[config.mk]
export PLATFORM = sky130hd
export DESIGN_NAME = midi_voice_phase_gen
export DESIGN_NICKNAME = d
export VERILOG_FILES = /design/src/rtl/midi_voice_phase_gen_pkg.sv /design/src/rtl/midi_voice_phase_gen_voice_glide.sv /design/src/rtl/midi_voice_phase_gen.sv
export SDC_FILE = /design/constraint.sdc
export NUM_CORES = 1
export LEC_CHECK = 0
export ABC_CLOCK_PERIOD_IN_PS = 9800
export BUFFER_PORTS_ARGS = -buffer_cell sky130_fd_sc_hd__buf_4
export CAP_MARGIN = 20
export CORE_MARGIN = 4
export CORE_UTILIZATION = 40
export DETAILED_ROUTE_END_ITERATION = 6
export MAX_ROUTING_LAYER = met4
export PLACE_DENSITY = 0.62
export SLEW_MARGIN = 30
export SYNTH_ARGS = -nofsm -noshare
export SYNTH_HDL_FRONTEND = slang
export SYNTH_HIERARCHICAL = 1
export SYNTH_SLANG_ARGS = --single-unit
[constraint.sdc]
create_clock -name i_Clk -period 9.8 [get_ports i_Clk]
set_input_delay 2.94 -clock i_Clk [delete_from_list [all_inputs] [get_ports i_Clk]]
set_output_delay 2.94 -clock i_Clk [all_outputs]
set_load 0.02 [all_outputs]
[src/rtl/midi_voice_phase_gen_pkg.sv]
// midi_phase_pkg: FSM state type and top-octave (C9..B9) DDS table constants.
package midi_phase_pkg;

    typedef enum logic [1:0] {IDLE, DIV, CALC} state_t;

    // C9..B9 in milli-Hz, 12-TET anchored on A9 = 14080 Hz
    localparam logic [63:0] F9_MHZ [12] = '{
        64'd8372018,  64'd8869844,  64'd9397273,  64'd9956063,
        64'd10548082, 64'd11175303, 64'd11839822, 64'd12543854,
        64'd13289750, 64'd14080000, 64'd14917240, 64'd15804266
    };

    function automatic logic [63:0] table_entry(input logic [3:0] s, input int acc_w,
                                                input int frac, input int clk_hz);
        logic [63:0] w_den;
        if (s > 4'd11) return 64'd0;
        w_den = 64'(clk_hz) * 64'd1000;
        return (F9_MHZ[s] * (64'd1 << (acc_w + frac)) + w_den / 64'd2) / w_den;
    endfunction

endpackage

[src/rtl/midi_voice_phase_gen_voice_glide.sv]
// voice_glide: one voice's current/target phase increment and gate;
// steps current toward target on glide ticks without overshoot.
module voice_glide #(
    parameter int ACC_WIDTH   = 24,
    parameter int GLIDE_SHIFT = 4
) (
    input  logic                 i_Clk,
    input  logic                 i_Rst_L,
    input  logic                 i_Load,
    input  logic                 i_Set_Tgt,
    input  logic                 i_Off,
    input  logic                 i_Tick,
    input  logic [ACC_WIDTH-1:0] i_Tgt,
    output logic [ACC_WIDTH-1:0] o_Cur,
    output logic                 o_Active
);

    logic [ACC_WIDTH-1:0] r_cur, r_tgt, w_diff, w_sh, w_step;
    logic                 r_active, w_up;

    assign w_up   = r_cur < r_tgt;
    assign w_diff = w_up ? r_tgt - r_cur : r_cur - r_tgt;
    assign w_sh   = w_diff >> GLIDE_SHIFT;
    // step is at least 1 and never exceeds the remaining distance
    assign w_step = (w_sh == '0) ? ACC_WIDTH'(1) : w_sh;

    always_ff @(posedge i_Clk or negedge i_Rst_L) begin
        if (!i_Rst_L) begin
            r_cur    <= '0;
            r_tgt    <= '0;
            r_active <= 1'b0;
        end else if (i_Off) begin
            r_cur    <= '0;
            r_tgt    <= '0;
            r_active <= 1'b0;
        end else if (i_Set_Tgt) begin
            r_tgt    <= i_Tgt;
            r_active <= 1'b1;
            if (i_Load) r_cur <= i_Tgt;
        end else if (i_Tick && r_active && GLIDE_SHIFT != 0 && r_cur != r_tgt) begin
            r_cur <= w_up ? r_cur + w_step : r_cur - w_step;
        end
    end

    assign o_Cur    = r_cur;
    assign o_Active = r_active;

endmodule

[src/rtl/midi_voice_phase_gen.sv]
// midi_voice_phase_gen: MIDI note-on/off commands to per-voice DDS phase increments,
// using an iterative octave divider, a shifted top-octave table and optional glide.
module midi_voice_phase_gen
    import midi_phase_pkg::*;
#(
    parameter  int ACC_WIDTH   = 24,
    parameter  int CLK_HZ      = 25_000_000,
    parameter  int NUM_VOICES  = 4,
    parameter  int TABLE_FRAC  = 12,
    parameter  int GLIDE_DIV   = 25_000,
    parameter  int GLIDE_SHIFT = 4,
    localparam int VW          = $clog2(NUM_VOICES > 2 ? NUM_VOICES : 2)
) (
    input  logic                            i_Clk,
    input  logic                            i_Rst_L,
    input  logic                            i_Cmd_Valid,
    output logic                            o_Cmd_Ready,
    input  logic                            i_Cmd_Off,
    input  logic [VW-1:0]                   i_Cmd_Voice,
    input  logic [6:0]                      i_Cmd_Note,
    output logic [NUM_VOICES*ACC_WIDTH-1:0] o_Phase_Inc,
    output logic [NUM_VOICES-1:0]           o_Active
);

    localparam int TW = ACC_WIDTH + TABLE_FRAC;
    localparam int CW = $clog2(GLIDE_DIV > 2 ? GLIDE_DIV : 2);

    state_t                r_state, w_state_nx;
    logic [6:0]            r_rem;
    logic [3:0]            r_oct;
    logic [VW-1:0]         r_voice;
    logic                  r_off_pend;
    logic [CW-1:0]         r_cnt;
    logic                  w_accept, w_voice_ok, w_tick, w_wr;
    logic [5:0]            w_k;
    logic [TW:0]           w_round, w_sum;
    logic [ACC_WIDTH-1:0]  w_inc;
    logic [TW-1:0]         w_table [16];
    logic [ACC_WIDTH-1:0]  w_cur [NUM_VOICES];
    logic [NUM_VOICES-1:0] w_act;

    assign o_Cmd_Ready = (r_state == IDLE);
    assign w_accept    = i_Cmd_Valid && o_Cmd_Ready;
    assign w_voice_ok  = {1'b0, i_Cmd_Voice} < (VW+1)'(NUM_VOICES);
    assign w_tick      = (r_cnt == CW'(GLIDE_DIV - 1));
    assign w_wr        = (r_state == CALC);

    // octave o scales the top-octave entry down by (10-o) octaves, rounded half up
    assign w_k     = 6'(TABLE_FRAC) + 6'(4'd10 - r_oct);
    assign w_round = (w_k == 6'd0) ? '0 : ((TW+1)'(1) << (w_k - 6'd1));
    assign w_sum   = {1'b0, w_table[r_rem[3:0]]} + w_round;
    assign w_inc   = ACC_WIDTH'(w_sum >> w_k);

    always_comb begin
        w_state_nx = r_state;
        case (r_state)
            IDLE:    if (w_accept && !i_Cmd_Off && w_voice_ok) w_state_nx = DIV;
            DIV:     if (r_rem < 7'd12) w_state_nx = CALC;
            default: w_state_nx = IDLE;
        endcase
    end

    always_ff @(posedge i_Clk or negedge i_Rst_L) begin
        if (!i_Rst_L) begin
            r_state    <= IDLE;
            r_rem      <= '0;
            r_oct      <= '0;
            r_voice    <= '0;
            r_off_pend <= 1'b0;
            r_cnt      <= '0;
        end else begin
            r_state    <= w_state_nx;
            r_cnt      <= w_tick ? '0 : r_cnt + 1'b1;
            r_off_pend <= w_accept && i_Cmd_Off && w_voice_ok;
            if (w_accept) begin
                r_rem   <= i_Cmd_Note;
                r_oct   <= '0;
                r_voice <= i_Cmd_Voice;
            end else if (r_state == DIV && r_rem >= 7'd12) begin
                r_rem <= r_rem - 7'd12;
                r_oct <= r_oct + 4'd1;
            end
        end
    end

    for (genvar s = 0; s < 16; s++) begin : g_tab
        localparam logic [TW-1:0] E = TW'(table_entry(4'(s), ACC_WIDTH, TABLE_FRAC, CLK_HZ));
        assign w_table[s] = E;
    end

    for (genvar v = 0; v < NUM_VOICES; v++) begin : g_voice
        logic w_sel;
        assign w_sel = w_wr && (r_voice == VW'(v));
        voice_glide #(
            .ACC_WIDTH   (ACC_WIDTH),
            .GLIDE_SHIFT (GLIDE_SHIFT)
        ) u_voice (
            .i_Clk     (i_Clk),
            .i_Rst_L   (i_Rst_L),
            .i_Load    (w_sel && (GLIDE_SHIFT == 0 || !w_act[v])),
            .i_Set_Tgt (w_sel),
            .i_Off     (r_off_pend && (r_voice == VW'(v))),
            .i_Tick    (w_tick),
            .i_Tgt     (w_inc),
            .o_Cur     (w_cur[v]),
            .o_Active  (w_act[v])
        );
        assign o_Phase_Inc[v*ACC_WIDTH +: ACC_WIDTH] = w_cur[v];
    end

    assign o_Active = w_act;

endmodule

==> flow_metrics.py, run 1 <==
metrics = {
    "worst_hold_path": {
        "hold_class": "reg2reg",
        "hold-path-endpoint": "r_cnt[0]",
        "min_path_cells": 1,
        "min-delay-start": "r_cnt[0]",
    },
    "finish": {
        "layout-drive-gt1-share_pct": 9.38,
        "area_delta_synth_final_pct": 7.82,
        "final_cell_mix": "a21oi_1, nand2_1, nor2_1, ha_1, o21ai_0",
        "num_antenna_cells": 0,
        "mostFrequentLayoutCell": "a21oi_1",
        "fin_nets": 4671,
        "seq_area_um2": 5680,
        "multi_input_area_um2": 24900,
        "fin_cells": 5408,
        "nFillCells": 8290,
    },
    "global_routing": {
        "first_global_vias": 30300,
        "grt.total_usage_pct": 26.1,
        "antenna_found_initial": 0,
        "grt_max_degree": 135,
        "grt_overflow": 0,
        "grt_pass1_wl_um": 177000,
    },
    "yosys": {
        "yosys.area.top_type_share_pct": 17.3,
        "ys_seq_area_share_pct": 17.3,
        "synthCells": 4361,
        "syn_area_um2": 32800,
        "ys_ff_latch": 227,
        "synth_edf_count": 0,
        "synth_area_per_cell_um2": 7.52,
        "async_flop_share_pct": 100,
        "synth_top_area_cell": "dfrtp_1",
        "yosys_warnings": 6,
        "synth_cell_types": 130,
        "syn_nets": 4708,
        "yosys_most_used_dff": "dfrtp_1",
        "synth_area_leaders": "dfrtp_1, ha_1, a21oi_1",
    },
    "critical_path": {
        "critPathRequiredTime_ns": 10.25,
        "path_max_fanout": 31,
        "critical_path_class": "reg2reg",
        "cp-start-kind": "flop",
        "cp_num_cells": 34,
        "critPathTopFamily": "compound AO/OA/AOI/OAI gates",
        "worstReg2RegStart": "g_voice[2].u_voice/o_Cur[14]",
        "cp_num_buf_inv": 3,
        "ff2ff_setup_slack_ns": 1.40,
        "end_kind": "flop",
        "r2r-end": "g_voice[2].u_voice/o_Cur[22]",
        "crit_arrival_ns": 8.85,
        "ff2ff_path_depth": 34,
        "crit_slowest_cell": "a21oi_4",
        "cpMostUsedCell": "nor2_1",
        "max_stage_delay_ns": 0.74,
    },
    "clock_network": {
        "cts_tree": "done",
        "ctsResizeCount": 0,
        "holdBufCountCts": 0,
        "cts_root_buf": "clkbuf_16",
        "path_clk_slew_ns": 0.06,
        "numCtsBuffers": 30,
        "h-tree-depth": 1,
        "clock-sinks": 227,
        "ctsLongestPathBuffers": 3,
        "cts_setup_buffers": 0,
        "clk_latency_ns": 0.58,
    },
    "routing": {
        "drc": 0,
        "wl_um": 115000,
        "wl_per_cell_um": 21.2,
        "antenna_left": 0,
        "via_per_inst": 6.08,
        "dr.first_iter.drc_count": 3008,
        "drtPass1Iterations": 6,
        "vias": 32900,
    },
    "sta": {
        "hold_viol": 0,
        "finalMaxSlewViolations": 0,
        "timing.final.ws_setup_ns": 1.40,
        "fin_hold_ws_ns": 0.472,
        "relSlewSlack_pct": 24.8,
        "period_share_pct": 85.8,
        "skew_ns": 0.0165,
        "setup_viol": 0,
        "finalSetupTns_ns": 0,
        "worst_pin_slew_ns": 1.13,
        "timing.fmax_mhz": 119,
        "rsz0062_at_grt": "no",
        "period_minus_slack_ns": 8.40,
    },
    "floorplan": {
        "dieWidth_um": 294,
        "rows": 104,
        "coreArea_um2": 80900,
        "die_area_um2": 86700,
        "dieHeight_um": 294,
        "initial_utilization_pct": 40.5,
        "ioPinCount": 114,
    },
    "place": {
        "place_congestion": 0.988,
        "dp_hpwl_um": 89800,
        "dp.cells": 5352,
        "io_buffers": 113,
        "pre_cts_ws_ns": 1.50,
    },
    "job": {
        "maxCapViolCount": 0,
    },
    "outcome": {
        "outcome": "finished clean",
    },
}
worst max path at each step:
stage	slack (ns)	end	startpoint
2_1_floorplan	2.91	g_voice[0].u_voice/o_Cur[22]	r_oct[0]
3_3_place_gp	1.74	g_voice[3].u_voice/o_Cur[20]	g_voice[3].u_voice/o_Cur[7]
3_5_place_dp	1.50	g_voice[2].u_voice/o_Cur[22]	g_voice[2].u_voice/o_Cur[14]
4_1_cts	1.51	g_voice[2].u_voice/o_Cur[22]	g_voice[2].u_voice/o_Cur[14]
5_1_grt	0.60	g_voice[2].u_voice/o_Cur[22]	g_voice[2].u_voice/o_Cur[14]
6_report	1.40	g_voice[2].u_voice/o_Cur[22]	g_voice[2].u_voice/o_Cur[14]
sequential cells by signal (all words and copies together) (netlist names):
| signal | count |
|---|---|
| g_voice.u_voice/o_Cur | 96 |
| r_cnt | 15 |
| g_voice.u_voice/r_tgt | 96 |
| r_state | 2 |
| r_off_pend | 1 |
| r_oct | 4 |
| g_voice.u_voice/o_Active | 4 |
| r_voice | 2 |
| r_rem | 7 |
layer usage:
metal,vias to the layer above,GRT usage (%),share of wire (%),wire length (µm)
li1,15700,-,-,-
met1,15800,37.3,47,54200
met2,1199,39.2,43,49300
met3,152,3.02,6.8,7800
met4,0,6.56,2.8,3240
met5,-,-,0,0
final cells by class:
class	count	area share, %
Inverter	298	3.17
Multi-Input combinational cell	3608	70.5
Tap cell	1060	3.75
Clock buffer	37	2.40
Clock inverter	19	0.676
Timing Repair Buffer	159	3.43
Sequential cell	227	16.1
synthesized netlist by cell type, drive strengths merged, types with 16 or more instances:
cell type / instances
dfrtp: 227
nand4: 52
mux2i: 102
clkbuf: 124
ha: 329
nand3b: 16
xnor2: 179
nor3b: 19
a211oi: 83
o21ai: 357
xor2: 90
or3: 41
a22o: 35
nand2: 389
o21bai: 30
a211o: 17
o22ai: 28
or2: 20
nand3: 73
o211ai: 63
nor2b: 48
a221oi: 19
nand2b: 114
a31oi: 37
a21boi: 17
nor3: 77
a22oi: 16
o21a: 54
a21o: 72
and2: 51
o31ai: 42
and3: 54
a21oi: 474
nor4: 30
inv: 297
nor2: 357
buf: 104
cell families after synthesis:
family / Yosys count / synth area share [%]
AOI/OAI and AO/OA: 1489 / 29.8
xor gates and xnor gates: 269 / 7.31
adders and majority gates: 334 / 12.9
buffers and inverters: 526 / 6.99
DFF: 227 / 17.3
muxes: 127 / 4.35
and+or+nand+nor: 1389 / 21.4
metrics by stage:
step	cell area, µm²	utilization [%]
finish	35400	43.7
global route	35400	43.7
CTS	35400	43.7
detailed placement	34300	42.4
global placement	34300	42.3
floorplan	32800	-
Power of run 1 is not shown: default switching activity piles up to over one toggle a cycle in this logic, so the estimate is an artifact.
==> inputs of run 2 (changes only) <==
CORE_ASPECT_RATIO = 1.1   (was default)
CORE_MARGIN = 1   (was 4)
==> flow_metrics.py, run 2 (synthesis results as in run 1) <==
metrics = {
    "finish": {
        "multi_input_area_um2": 24900,
        "layout-drive-gt1-share_pct": 9.26,
        "mostFrequentLayoutCell": "a21oi_1",
        "seq_area_um2": 5680,
        "num_antenna_cells": 0,
        "nFillCells": 8310,
        "fin_cells": 5405,
        "fin_nets": 4676,
        "final_cell_mix": "a21oi_1, nand2_1, nor2_1, ha_1, o21ai_0",
        "area_delta_synth_final_pct": 7.88,
    },
    "outcome": {
        "outcome": "finished with violations",
        "violations": "DRC",
    },
    "floorplan": {
        "ioPinCount": 114,
        "dieWidth_um": 275,
        "dieHeight_um": 302,
        "coreArea_um2": 80700,
        "rows": 109,
        "die_area_um2": 83200,
        "initial_utilization_pct": 40.6,
    },
    "routing": {
        "wl_um": 112000,
        "vias": 32500,
        "drc": 7,
        "dr.first_iter.drc_count": 2996,
        "wl_per_cell_um": 20.7,
        "antenna_left": 0,
        "via_per_inst": 6.01,
        "drtPass1Iterations": 7,
    },
    "sta": {
        "period_minus_slack_ns": 8.91,
        "period_share_pct": 91.0,
        "relSlewSlack_pct": 31.8,
        "finalSetupTns_ns": 0,
        "rsz0062_at_grt": "no",
        "skew_ns": 0.0152,
        "finalMaxSlewViolations": 0,
        "timing.fmax_mhz": 112,
        "hold_viol": 0,
        "worst_pin_slew_ns": 1.02,
        "setup_viol": 0,
    },
    "clock_network": {
        "path_clk_slew_ns": 0.06,
        "ctsResizeCount": 0,
        "holdBufCountCts": 0,
        "clock-sinks": 227,
        "cts_root_buf": "clkbuf_16",
        "clk_latency_ns": 0.58,
        "numCtsBuffers": 29,
        "cts_setup_buffers": 0,
        "cts_tree": "done",
        "h-tree-depth": 1,
        "ctsLongestPathBuffers": 3,
    },
    "job": {
        "maxCapViolCount": 0,
    },
    "worst_hold_path": {
        "hold_class": "reg2reg",
    },
    "critical_path": {
        "cp-start-kind": "flop",
        "path_max_fanout": 31,
        "critical_path_class": "reg2reg",
        "max_stage_delay_ns": 0.78,
        "cpMostUsedCell": "nor2_1",
        "crit_slowest_cell": "a21oi_4",
        "crit_arrival_ns": 9.34,
        "critPathRequiredTime_ns": 10.22,
        "end_kind": "flop",
    },
    "place": {
        "dp.cells": 5352,
        "place_congestion": 0.995,
        "io_buffers": 113,
        "dp_hpwl_um": 88000,
    },
    "global_routing": {
        "antenna_found_initial": 1,
        "first_global_vias": 30000,
        "grt_max_degree": 149,
        "grt.total_usage_pct": 27.1,
        "grt_overflow": 0,
        "grt_pass1_wl_um": 175000,
    },
}
-- run 2: cell count changes in the layout (fill, tap and decap cells not counted), sizes merged --
cell	before	now
buf	159	165
clkinvlp	6	2
bufinv	4	7
clkbuf	37	39
clkinv	7	5
inv	300	298
-- run 2: final timing paths --
kind	slack, ns	to	start	depth (start not counted)
max	0.89	g_voice[2].u_voice/o_Cur[22]	g_voice[2].u_voice/o_Cur[14]	34
min	0.46	r_cnt[0]	r_cnt[0]	1
max reg2reg	0.89	g_voice[2].u_voice/o_Cur[22]	g_voice[2].u_voice/o_Cur[14]	34
min reg2reg	0.46	r_cnt[0]	r_cnt[0]	1
max in group asynchronous	6.08	g_voice[0].u_voice/o_Cur[21]	i_Rst_L	2
min in group asynchronous	2.36	g_voice[2].u_voice/r_tgt[5]	i_Rst_L	1
-- run 2: area by class of cell --
cell class	instances	share of cell area [%]
Timing Repair Buffer	165	3.59
Multi-Input combinational cell	3608	70.4
Inverter	298	3.17
Sequential cell	227	16.1
Clock buffer	39	2.30
Clock inverter	14	0.718
Tap cell	1054	3.73
-- run 2: per-layer routing --
layer,GRT usage (%),share of wire (%),up-vias
li1,-,-,15700
met1,37.5,46,15500
met2,41.7,45,1091
met3,2.42,6.2,168
met4,7.76,3.2,0
met5,-,0,-
-- run 2: worst max-delay path: cells and delay by family, from the launching register on --
family / cells / cell delay, ns
buffers and inverters: 3 / 0.51
AO/OA/AOI/OAI: 14 / 4.10
flip-flops: 1 / 0.43
adder cells (fa/ha/maj): 3 / 0.91
XOR/XNOR: 3 / 0.50
AND/OR/NAND/NOR: 11 / 2.32
-- run 2: through the flow --
stage	hold WS [ns]	worst slack (ns)	area, µm²	util (%)
final	0.462	0.886	35400	43.8
after global routing	0.469	0.288	35400	43.8
after CTS	0.460	1.01	35400	43.8
after detailed placement	0.452	1.09	34300	42.5
after global placement	0.452	1.41	34300	42.5
after floorplan	0.433	2.91	32800	-
Power of run 2 is left out for the same reason.
